**src/rtl/uart_pkg.sv**
```systemverilog
// Shared UART definitions: frame geometry and receiver state encoding.
package uart_pkg;

   // The baud generator's divisor is chosen so that one bit spans this many
   // enables; keep the two in step.
   localparam int UART_OVERSAMPLE = 16;
   localparam int UART_DATA_BITS  = 8;

   typedef enum logic [2:0] {
      IDLE,
      START,
      DATA,
      STOP,
      WAIT_HIGH
   } rx_state_t;

endpackage

```
**src/rtl/uart_rx_if.sv**
```systemverilog
// Bus-side view of the UART receiver: held byte, status flags and read strobe.
interface uart_rx_if
   import uart_pkg::*;
#(
   parameter int DATA_BITS = UART_DATA_BITS
) ();

   logic                 rd_en;
   logic [DATA_BITS-1:0] rx_data;
   logic                 rda;
   logic                 overrun;
   logic                 frame_err;

   // Bus master issues reads; the receiver supplies data and status.
   modport master (output rd_en, input rx_data, rda, overrun, frame_err);
   modport slave  (input rd_en, output rx_data, rda, overrun, frame_err);

endinterface

```
**src/rtl/uart_rx_sync2.sv**
```systemverilog
// Two-flop synchronizer for an asynchronous level input; also intended for
// the transmitter's CTS input.
module sync2
   import uart_pkg::*;
#(
   parameter logic RST_VAL = 1'b1
) (
   input  logic clk,
   input  logic rst_n,
   input  logic d_i,
   output logic q_o
);

   logic meta_q;
   logic sync_q;

   // Two-stage capture; resets to the line's idle level so no false start
   // is seen while coming out of reset.
   always_ff @(posedge clk) begin
      if (!rst_n) begin
         meta_q <= RST_VAL;
         sync_q <= RST_VAL;
      end else begin
         meta_q <= d_i;
         sync_q <= meta_q;
      end
   end

   assign q_o = sync_q;

endmodule

```
**src/rtl/uart_rx.sv**
```systemverilog
// UART receive engine, 8N1 LSB first, mid-bit sampling on the oversample
// enable. Holds one byte plus data-available / overrun / framing status.
// OVERSAMPLE must be a power of two and at least 4 so the tick counter wraps
// exactly once per bit.
module uart_rx
   import uart_pkg::*;
#(
   parameter int OVERSAMPLE = UART_OVERSAMPLE,
   parameter int DATA_BITS  = UART_DATA_BITS
) (
   input  logic     clk,
   input  logic     rst_n,
   input  logic     receive_baud,
   input  logic     rxd,
   uart_rx_if.slave bus
);

   localparam int TW = $clog2(OVERSAMPLE);
   localparam int BW = $clog2(DATA_BITS + 1);
   localparam logic [TW-1:0] TICK_MID  = TW'(OVERSAMPLE / 2 - 1);
   localparam logic [TW-1:0] TICK_LAST = TW'(OVERSAMPLE - 1);
   localparam logic [BW-1:0] BIT_LAST  = BW'(DATA_BITS - 1);

   logic rxs;

   rx_state_t            state_q,   state_d;
   logic [TW-1:0]        tick_q,    tick_d;
   logic [BW-1:0]        bit_q,     bit_d;
   logic [DATA_BITS-1:0] shift_q,   shift_d;
   logic [DATA_BITS-1:0] rx_data_q, rx_data_d;
   logic                 rda_q,     rda_d;
   logic                 ovr_q,     ovr_d;
   logic                 fe_q,      fe_d;

   sync2 #(.RST_VAL(1'b1)) u_sync (
      .clk   (clk),
      .rst_n (rst_n),
      .d_i   (rxd),
      .q_o   (rxs)
   );

   // Next-state: frame sequencing and status updates. A read clears status
   // first, so a completion or framing error in the same cycle overrides it.
   always_comb begin
      state_d   = state_q;
      tick_d    = tick_q;
      bit_d     = bit_q;
      shift_d   = shift_q;
      rx_data_d = rx_data_q;
      rda_d     = rda_q;
      ovr_d     = ovr_q;
      fe_d      = fe_q;

      if (bus.rd_en) begin
         rda_d = 1'b0;
         ovr_d = 1'b0;
         fe_d  = 1'b0;
      end

      if (receive_baud) tick_d = tick_q + 1'b1;

      case (state_q)
         IDLE: begin
            tick_d = '0;
            if (receive_baud && !rxs) state_d = START;
         end
         START: begin
            if (receive_baud && tick_q == TICK_MID) begin
               if (!rxs) begin
                  tick_d  = '0;
                  bit_d   = '0;
                  state_d = DATA;
               end else begin
                  state_d = IDLE;   // glitch shorter than half a bit
               end
            end
         end
         DATA: begin
            if (receive_baud && tick_q == TICK_LAST) begin
               shift_d = {rxs, shift_q[DATA_BITS-1:1]};
               bit_d   = bit_q + 1'b1;
               if (bit_q == BIT_LAST) state_d = STOP;
            end
         end
         STOP: begin
            if (receive_baud && tick_q == TICK_LAST) begin
               if (rxs) begin
                  rx_data_d = shift_q;
                  rda_d     = 1'b1;
                  if (rda_q && !bus.rd_en) ovr_d = 1'b1;
                  state_d   = IDLE;
               end else begin
                  fe_d    = 1'b1;
                  state_d = WAIT_HIGH;
               end
            end
         end
         WAIT_HIGH: begin
            // Not baud-gated: leave as soon as a break ends.
            if (rxs) state_d = IDLE;
         end
         default: state_d = IDLE;
      endcase
   end

   // State and status registers; reset abandons any frame in flight.
   always_ff @(posedge clk) begin
      if (!rst_n) begin
         state_q   <= IDLE;
         tick_q    <= '0;
         bit_q     <= '0;
         shift_q   <= '0;
         rx_data_q <= '0;
         rda_q     <= 1'b0;
         ovr_q     <= 1'b0;
         fe_q      <= 1'b0;
      end else begin
         state_q   <= state_d;
         tick_q    <= tick_d;
         bit_q     <= bit_d;
         shift_q   <= shift_d;
         rx_data_q <= rx_data_d;
         rda_q     <= rda_d;
         ovr_q     <= ovr_d;
         fe_q      <= fe_d;
      end
   end

   assign bus.rx_data   = rx_data_q;
   assign bus.rda       = rda_q;
   assign bus.overrun   = ovr_q;
   assign bus.frame_err = fe_q;

endmodule

```
**src/flat_wrapper.sv**
```systemverilog
// flat-port wrapper written by rule: the top's interface ports become plain ports
module uart_rx_flat import uart_pkg::*;
#(
   parameter int OVERSAMPLE = UART_OVERSAMPLE,
   parameter int DATA_BITS  = UART_DATA_BITS
)
  (clk, rst_n, receive_baud, rxd, bus_rd_en, bus_rx_data, bus_rda, bus_overrun, bus_frame_err);
  uart_rx_if #(.DATA_BITS(DATA_BITS)) bus_i ();
  input  logic clk;
  input  logic rst_n;
  input  logic receive_baud;
  input  logic rxd;
  input wire logic [$bits(bus_i.rd_en)-1:0] bus_rd_en;
  output wire logic [$bits(bus_i.rx_data)-1:0] bus_rx_data;
  output wire logic [$bits(bus_i.rda)-1:0] bus_rda;
  output wire logic [$bits(bus_i.overrun)-1:0] bus_overrun;
  output wire logic [$bits(bus_i.frame_err)-1:0] bus_frame_err;
  assign bus_i.rd_en = bus_rd_en;
  assign bus_rx_data = bus_i.rx_data;
  assign bus_rda = bus_i.rda;
  assign bus_overrun = bus_i.overrun;
  assign bus_frame_err = bus_i.frame_err;
  uart_rx #(.OVERSAMPLE(OVERSAMPLE), .DATA_BITS(DATA_BITS)) u_core (.clk(clk), .rst_n(rst_n), .receive_baud(receive_baud), .rxd(rxd), .bus(bus_i));
endmodule
```
**config.mk**
```make
export PLATFORM = sky130hd
export DESIGN_NAME = uart_rx_flat
export DESIGN_NICKNAME = d
export VERILOG_FILES = /design/src/rtl/uart_pkg.sv /design/src/rtl/uart_rx_if.sv /design/src/rtl/uart_rx_sync2.sv /design/src/rtl/uart_rx.sv /design/src/flat_wrapper.sv
export SDC_FILE = /design/constraint.sdc
export NUM_CORES = 1
export LEC_CHECK = 0
export CORE_MARGIN = 5
export CORE_UTILIZATION = 30
export DETAILED_ROUTE_END_ITERATION = 8
export GPL_ROUTABILITY_DRIVEN = 0
export GPL_TIMING_DRIVEN = 0
export HOLD_SLACK_MARGIN = 0.02
export PLACE_DENSITY = 0.56
export SYNTH_ARGS = -nofsm -noshare
export SYNTH_HDL_FRONTEND = slang
export SYNTH_SLANG_ARGS = --single-unit
```
**constraint.sdc**
```tcl
create_clock -name clk -period 1.9 [get_ports clk]
set_input_delay 0.38 -clock clk [delete_from_list [all_inputs] [get_ports clk]]
set_output_delay 0.38 -clock clk [all_outputs]
set_load 0.02 [all_outputs]
```
=== Word-level counts from Yosys, hierarchy flattened ===
Cells that the tools add are included.

* Output and inout bits: 11
* Word-level logic and storage cells: 68
* Input port bits: 5
* Bits in registers: 32

* Add/subtract/negate cells: 2
* Equal/unequal tests: 14
* Mux-type cells: 30
* Reductions and logical operators: 12

{| class="wikitable"
|+ Operators by type and width
! operator !! count
|-
| 4-bit two-way mux || 6
|-
| 3-bit two-way mux || 7
|-
| 4-bit case mux with 2 select lines || 2
|-
| 3-bit case mux with 5 select lines || 1
|-
| 1-bit two-way mux || 13
|-
| 2-bit by 1-bit != test with 1-bit output, second input constant || 5
|-
| 4-bit by 1-bit adder with 4-bit output, second input constant || 2
|-
| 4-bit by 3-bit == test with 1-bit output, second input constant || 2
|-
| 3-bit by 2-bit == test with 1-bit output, second input constant || 2
|-
| 6-bit AND reduction || 1
|-
| 4-bit == test, second input constant || 1
|-
| 1-bit logical AND || 4
|-
| 2-bit != test, second input constant || 2
|-
| 4-bit AND reduction || 1
|-
| 3-bit by 1-bit == test with 1-bit output, second input constant || 1
|-
| 3-bit == test, second input constant || 1
|-
| 3-bit logical NOT || 1
|-
| 3-bit AND reduction || 1
|-
| 1-bit logical NOT || 2
|-
| 2-bit two-way mux || 1
|-
| 2-bit AND reduction || 1
|-
| 2-bit nonzero test || 1
|}

=== Depth between registers and ports, before layout ===
Gate-level depths: netlist of run 1.

* Word-level depth: 6
* Mapped depth: 6
* Gate-level depth less buffers: 5

=== Hierarchy ===
A second synthesis of run 1 with hierarchy kept.

* Cell total of the unflattened synthesis: 147
* Area, all modules: 1393.8 µm²

{| class="wikitable"
|+ Modules (own cells, without submodules)
! module !! cells an instance !! sequential area each (µm²) !! area an instance (µm²) !! times used
|-
| uart_rx || 143 || 600.6 || 1341.3 || 1
|-
| sync2 || 4 || 40.0 || 52.6 || 1
|}

=== Least setup slack after synthesis of run 1 ===
No wires, ideal clock.

* Kind: register to register
* From: register u_core.tick_q[0]
* To: register u_core.bit_q[3]
* Period minus slack after synthesis: 1.592 ns
* Library setup time: 0.070 ns
* Setup slack: 0.308 ns
* Data arrival time: 1.522 ns
* Stages on the path, launching flop included: 7
* Data required time: 1.830 ns
* Path buffers: 1
* Path through: dfxtp_1 ha_1 nand4_4 nand2b_1 buf_2 or3_1 a21boi_1

* Longest elaborated chain between the ends: 4
* Elaborated cells between the ends (all ways): 7
* Those cells by class: eq/ne: 4; reduce/logical: 3

{| class="wikitable"
|+ Ends and longest elaborated chain
! item !! line !! RTL
|-
| start, declared || uart_rx.sv:27 || <nowiki>logic [TW-1:0] tick_q, tick_d;</nowiki>
|-
| start signal, assigned || uart_rx.sv:119 || <nowiki>tick_q <= tick_d;</nowiki>
|-
| 4-bit == test or 4-bit by 3-bit == test with 1-bit output (tied branches) || uart_rx.sv:79, uart_rx.sv:68 ||
|-
| 1-bit logical AND (on tied branches) || uart_rx.sv:79, uart_rx.sv:68 ||
|-
| 2-bit by 1-bit != test with 1-bit output (no line) || - ||
|-
| 4-bit AND reduction (no line) (*) || - ||
|-
| end signal, assigned || uart_rx.sv:120 || <nowiki>bit_q <= bit_d;</nowiki>
|-
| end, declared || uart_rx.sv:28 || <nowiki>logic [BW-1:0] bit_q, bit_d;</nowiki>
|}

Every way passes the cells marked *; elsewhere a longest branch is shown, timed or not.
A chain may end at the register's enable or synchronous reset.

=== Worst setup path after layout of run 1 ===
Same ends and word-level chain as after synthesis.

==> metrics.yaml, run 1 <==
sta:
  whs_ns: 0.411
  rsz0062_at_grt: "no"
  slew_viol_final: 0
  period_share_pct: 92.6
  fin_worst_skew_ns: 0.00552
  tns_ns: 0
  tightest_slew_ns: 0.508
  hold_violations: 0
  timing.fmax_ghz: 0.568
  min_period_ns: 1.76
  final-setup-viol-count: 0
  relSlewSlack_pct: 65.9
global_routing:
  grt_max_degree: 11
  antenna_found_initial: 0
  grt_pass1_vias: 1067
  grtUsageTotal_pct: 10.2
  grt_pass1_wl_um: 4930
  overflow: 0
synth:
  synth_common_cells: "dfxtp_1 (32), nand2_1 (20), nor2b_1 (11), mux2i_1 (10), a21boi_0 (8)"
  syn_inst: 145
  synth-edff-count: 0
  synth_most_common_cell: "dfxtp_1"
  async_flop_share_pct: 0
  synth_cell_type_count: 41
  synth_top_area_share_pct: 45.6
  synth_flop_cell: "dfxtp_1"
  yosys_warnings: 0
  syn_area_um2: 1410
  ys_seq_area_share_pct: 45.6
  yosysTopAreaCell: "dfxtp_1"
  synthTopCellsByArea: "dfxtp_1 (46%), mux2i_1 (7.1%), nand2_1 (5.3%), nor2b_1 (4.9%), a21boi_0 (4.3%)"
  syn_nets: 152
  yosys_register_bits: 32
  syn_area_per_cell_um2: 9.69
pwr:
  pwr-share-comb_pct: 4.4
  netSwitchingFraction_pct: 21.9
  clock_power_share_pct: 42.0
  ir_drop_mv: 0.443
  seq_power_share_pct: 53.6
  powerDensity_nw_per_um2: 749
  power_switching_w: 0.000277
  p_int_w: 0.000991
  leakagePower_nw: 0.570
min_path:
  worstHoldPathType: "reg -> reg"
  hold_start: "u_core.u_sync.meta_q"
die:
  io-pin-count: 16
  start_util_pct: 31.6
  die_w_um: 78.4
  die_h_um: 78.4
  die-area_um2: 6150
  row_count: 24
  core_um2: 4440
placement:
  portBuffers: 13
  hpwlAfterDp_um: 1960
worst_setup_path:
  timing.rr.end: "u_core.bit_q[3]"
  worstRegToRegCells: 6
  start_kind: "flip-flop"
  r2r-start: "u_core.tick_q[0]"
  reg2reg_slack_ns: 0.14
  end_kind: "flip-flop"
  crit_required_ns: 2.11
  crit_path_end: "u_core.bit_q[3]"
  critPathMaxFanout: 9
  cp.arrival_ns: 1.97
  worstSetupPathType: "reg -> reg"
  startpoint: "u_core.tick_q[0]"
route:
  via_count: 1085
  wl_per_cell_um: 12.5
  ant_nets: 0
  drtIter0Drc: 62
  drc: 0
  routed_wirelength_um: 2720
  viasPerCell: 4.98
  dr.pass1.iters: 4
cts:
  path_clk_slew_ns: 0.06
  htreeDepth: 2
  cts_resized: 0
  post_cts_buffers: 0
  cts_max_path_buffers: 2
  cts_tree: "done"
  clock_latency_ns: 0.28
  cts.sinks: 32
  cts_hold_buffers: 0
  cts_buffers: 5
  clockRootBuffer: "clkbuf_8"
layout:
  nNetsFinal: 172
  antenna-diode-count: 0
  drive_above_1_share_pct: 10.2
  syn2layout_area_growth_pct: 20.5
flow_run:
  max_cap_violations: 0
outcome:
  outcome: "completed"
[sequential cells by signal (all words and copies together), names as in the netlist]
signal and flops:
u_core.u_sync.meta_q 1, u_core.bus.rda 1, u_core.state_q 3, u_core.bus.frame_err 1, u_core.bit_q 4, u_core.u_sync.q_o 1
u_core.bus.overrun 1, u_core.shift_q 8, u_core.tick_q 4, u_core.bus.rx_data 8
[metal layers]
| metal | wire length, um | GRT usage (%) | share of wire [%] | up-vias |
|---|---|---|---|---|
| met5 | 0 | 0 | 0 | - |
| met4 | 34 | 3.85 | 1.2 | 0 |
| met3 | 127 | 4.46 | 4.7 | 5 |
| met2 | 1290 | 16.4 | 47 | 22 |
| met1 | 1270 | 12.1 | 47 | 515 |
| li1 | - | - | - | 543 |
[through the flow]
step | cell area, um^2 | setup slack [ns] | instances | total power, W | utilization (%)
final | 1690 | 0.141 | 218 | 0.00127 | 38.1
after global routing | 1690 | 0.0499 | 218 | 0.00134 | 38.1
after CTS | 1690 | 0.138 | 218 | 0.00128 | 38.1
after detailed placement | 1600 | 0.138 | 210 | 0.000751 | 36.0
after global placement | 1600 | 0.207 | 210 | 0.000748 | 36.0
after floorplan | 1410 | 0.308 | 145 | 0.000735 | -
[worst min-delay path by stage]
stage | end | slack [ns] | cells after the start
after global routing | u_core.u_sync.q_o | 0.44 | 1
after floorplan | u_core.u_sync.q_o | 0.39 | 1
after global placement | u_core.u_sync.q_o | 0.39 | 1
after CTS | u_core.u_sync.q_o | 0.41 | 1
after detailed placement | u_core.u_sync.q_o | 0.39 | 1
final | u_core.u_sync.q_o | 0.41 | 1
[cell type report]
cell class | instances | area (um^2)
Tap cell | 52 | 65.1
Clock buffer | 6 | 82.6
Timing Repair Buffer | 13 | 130
Inverter | 2 | 7.51
Clock inverter | 2 | 10.0
Multi-Input combinational cell | 102 | 707
Sequential cell | 32 | 641
Buffer | 9 | 50.0
Fill cell | 448 | 2750
[kinds of logic (layout without fill, tap and decap cells)]
family | after synthesis | in the layout | synth area share [%]
buffers and inverters | 11 | 32 | 4.10
AO/OA/AOI/OAI | 26 | 26 | 13.7
adder cells (fa/ha/maj) | 2 | 2 | 1.78
AND/OR/NAND/NOR | 60 | 60 | 25.2
XOR/XNOR | 4 | 4 | 2.49
flip-flops | 32 | 32 | 45.6
multiplexers | 10 | 10 | 7.12
[worst max-delay path, stage by stage, from the launching register on]
cell and delay (ns):
dfxtp_1 0.37, ha_1 0.25, nand4_4 0.21, nand2b_1 0.19, buf_2 0.18, or3_1 0.36, a21boi_1 0.14
[power groups by stage]
stage	clock [W]	combinational (W)	sequential [W]
after detailed placement	0	0.0000551	0.000695
after global placement	0	0.0000525	0.000695
after global routing	0.000596	0.0000608	0.000680
after CTS	0.000550	0.0000552	0.000680
final	0.000533	0.0000553	0.000680
after floorplan	0	0.0000409	0.000694
[cells in the final DEF, fill, tap and decap left out, types with 3 or more instances in the layout]
master and n:
nand2b_1 4, nor2b_1 11, nor3b_1 3, clkbuf_1 3, nor2_1 4, clkbuf_8 6
mux2i_1 10, dfxtp_1 32, buf_2 4, nand2_1 20, nand3_1 3, a21boi_0 8
nand3b_1 3, clkdlybuf4s50_1 13
(Power assumes the default switching activity.)
==> inputs of run 2 (changes only) <==
--- a/config.mk
+++ b/config.mk
@@ -11,6 +11,7 @@
 export GPL_ROUTABILITY_DRIVEN = 0
 export GPL_TIMING_DRIVEN = 0
 export HOLD_SLACK_MARGIN = 0.02
+export MAX_ROUTING_LAYER = met4
 export PLACE_DENSITY = 0.56
 export SYNTH_ARGS = -nofsm -noshare
 export SYNTH_HDL_FRONTEND = slang
==> metrics.yaml, run 2 (synthesized netlist as in run 1, its figures left out) <==
route:
  ant_nets: 0  # unchanged
  dr.pass1.iters: 4  # unchanged
  via_count: 1093  # +0.74%
  viasPerCell: 5.01  # +0.74%
  drtIter0Drc: 59  # -4.8%
  routed_wirelength_um: 2730  # +0.33%
  drc: 0  # unchanged
  wl_per_cell_um: 12.5  # +0.33%
outcome:
  outcome: "completed"
die:
  die_w_um: 78.4  # unchanged
  io-pin-count: 16  # unchanged
  row_count: 24  # unchanged
  start_util_pct: 31.6  # unchanged
  core_um2: 4440  # unchanged
  die_h_um: 78.4  # unchanged
  die-area_um2: 6150  # unchanged
cts:
  cts_max_path_buffers: 2  # unchanged
  clockRootBuffer: "clkbuf_8"
  cts_resized: 0  # unchanged
  post_cts_buffers: 0  # unchanged
  clock_latency_ns: 0.28  # about the same
  cts_tree: "done"
  cts_buffers: 5  # unchanged
  cts.sinks: 32  # unchanged
  cts_hold_buffers: 0  # unchanged
  path_clk_slew_ns: 0.07  # about the same
  htreeDepth: 2  # unchanged
worst_setup_path:
  worstSetupPathType: "reg -> reg"
  critPathMaxFanout: 9  # unchanged
  path_cells: "ha_1 -> nand4_4 -> nand2b_1 -> buf_2 -> or3_1 -> a21boi_1"
  crit_slowest_cell: "dfxtp_1"
  end_kind: "flip-flop"
  cp_top_family: "simple AND/OR/NAND/NOR gates"
  r2r-start: "u_core.tick_q[0]"
  reg2reg_slack_ns: 0.14  # about the same
  worstRegToRegCells: 6  # unchanged
  critical_path_buf_inv_count: 1  # unchanged
  start_kind: "flip-flop"
  crit_required_ns: 2.11  # about the same
  timing.rr.end: "u_core.bit_q[3]"
  cp.arrival_ns: 1.97  # about the same
  slowest_delay_ns: 0.37  # about the same
flow_run:
  max_cap_violations: 0  # unchanged
min_path:
  hold_start: "u_core.u_sync.meta_q"
  worstHoldPathType: "reg -> reg"
  holdPathStages: 1  # unchanged
  hold_path_end: "u_core.u_sync.q_o"
layout:
  drive_above_1_share_pct: 10.2  # unchanged
  final_cell_mix: "dfxtp_1 (32), nand2_1 (20), clkdlybuf4s50_1 (13), nor2b_1 (11), mux2i_1 (10)"
  nNetsFinal: 172  # unchanged
  antenna-diode-count: 0  # unchanged
  final_core_util_pct: 38.1  # unchanged
  final_common_cell: "dfxtp_1"
  syn2layout_area_growth_pct: 20.5  # unchanged
placement:
  hpwlAfterDp_um: 1960  # unchanged
  portBuffers: 13  # unchanged
global_routing:
  antenna_found_initial: 0  # unchanged
  grtUsageTotal_pct: 10.5  # +0.23 points
  grt_pass1_vias: 1066  # -0.094%
  grt_pass1_wl_um: 4930  # unchanged
  overflow: 0  # unchanged
  grt_max_degree: 11  # unchanged
sta:
  fin_worst_skew_ns: 0.00613  # +0.000610 ns
  relSlewSlack_pct: 65.8  # about the same
  final-setup-viol-count: 0  # unchanged
  min_period_ns: 1.76  # -0.00264 ns
  slew_viol_final: 0  # unchanged
  hold_violations: 0  # unchanged
  rsz0062_at_grt: "no"
  period_share_pct: 92.4  # -0.14 points
  tns_ns: 0  # unchanged
  tightest_slew_ns: 0.508  # +0.000694 ns
  timing.fmax_ghz: 0.569  # +0.15%
pwr:
  leakagePower_nw: 0.570  # unchanged
  ir_drop_mv: 0.440  # -0.61%
  powerDensity_nw_per_um2: 749  # about the same
## run 2: cell counts in the layout (fill, tap and decap cells not counted)
Identical to the previous run, type by type.
## run 2: cell type report
| type | count | area [um^2] |
|---|---|---|
| Timing Repair Buffer | 13 | 130 |
| Clock buffer | 6 | 82.6 |
| Buffer | 9 | 50.0 |
| Fill cell | 448 | 2750 |
| Sequential cell | 32 | 641 |
| Inverter | 2 | 7.51 |
| Multi-Input combinational cell | 102 | 707 |
| Clock inverter | 2 | 10.0 |
| Tap cell | 52 | 65.1 |
## run 2: per-layer routing
layer  global-route usage, %  part of all wire (%)  vias to the layer above
li1                        -                     -                      541
met5                       -                     0                        -
met4                    4.37                   1.2                        0
met1                    12.1                    46                      522
met3                    3.78                   4.8                        5
met2                    16.4                    48                       25
## run 2: how the worst max path moves through the flow
stage / start / endpoint / slack [ns] / depth (start not counted)
finish: u_core.tick_q[0] / u_core.bit_q[3] / 0.14 / 6
global route: u_core.tick_q[0] / u_core.bit_q[3] / 0.05 / 6
CTS: u_core.tick_q[0] / u_core.bit_q[3] / 0.14 / 6
detailed placement: u_core.tick_q[0] / u_core.bit_q[3] / 0.14 / 6
global placement: u_core.tick_q[0] / u_core.bit_q[3] / 0.21 / 6
floorplan: u_core.tick_q[0] / u_core.bit_q[3] / 0.31 / 6
## run 2: where the power goes
group          switching (W)  leakage, nW   total, W  internal [W]
Combinational      0.0000288        0.260  0.0000553     0.0000265
Clock               0.000244       0.0510   0.000533      0.000289
Sequential        0.00000424        0.258   0.000680      0.000676
Total               0.000277        0.570    0.00127      0.000991
## run 2: metrics by stage
stage          area (um^2)  hold WS [ns]  instances  worst slack (ns)  power, W
2_1_floorplan         1410         0.386        145             0.308  0.000735
3_3_place_gp          1600         0.392        210             0.207  0.000748
3_5_place_dp          1600         0.392        210             0.138  0.000751
4_1_cts               1690         0.413        218             0.138   0.00128
5_1_grt               1690         0.437        218            0.0498   0.00133
6_report              1690         0.412        218             0.144   0.00127
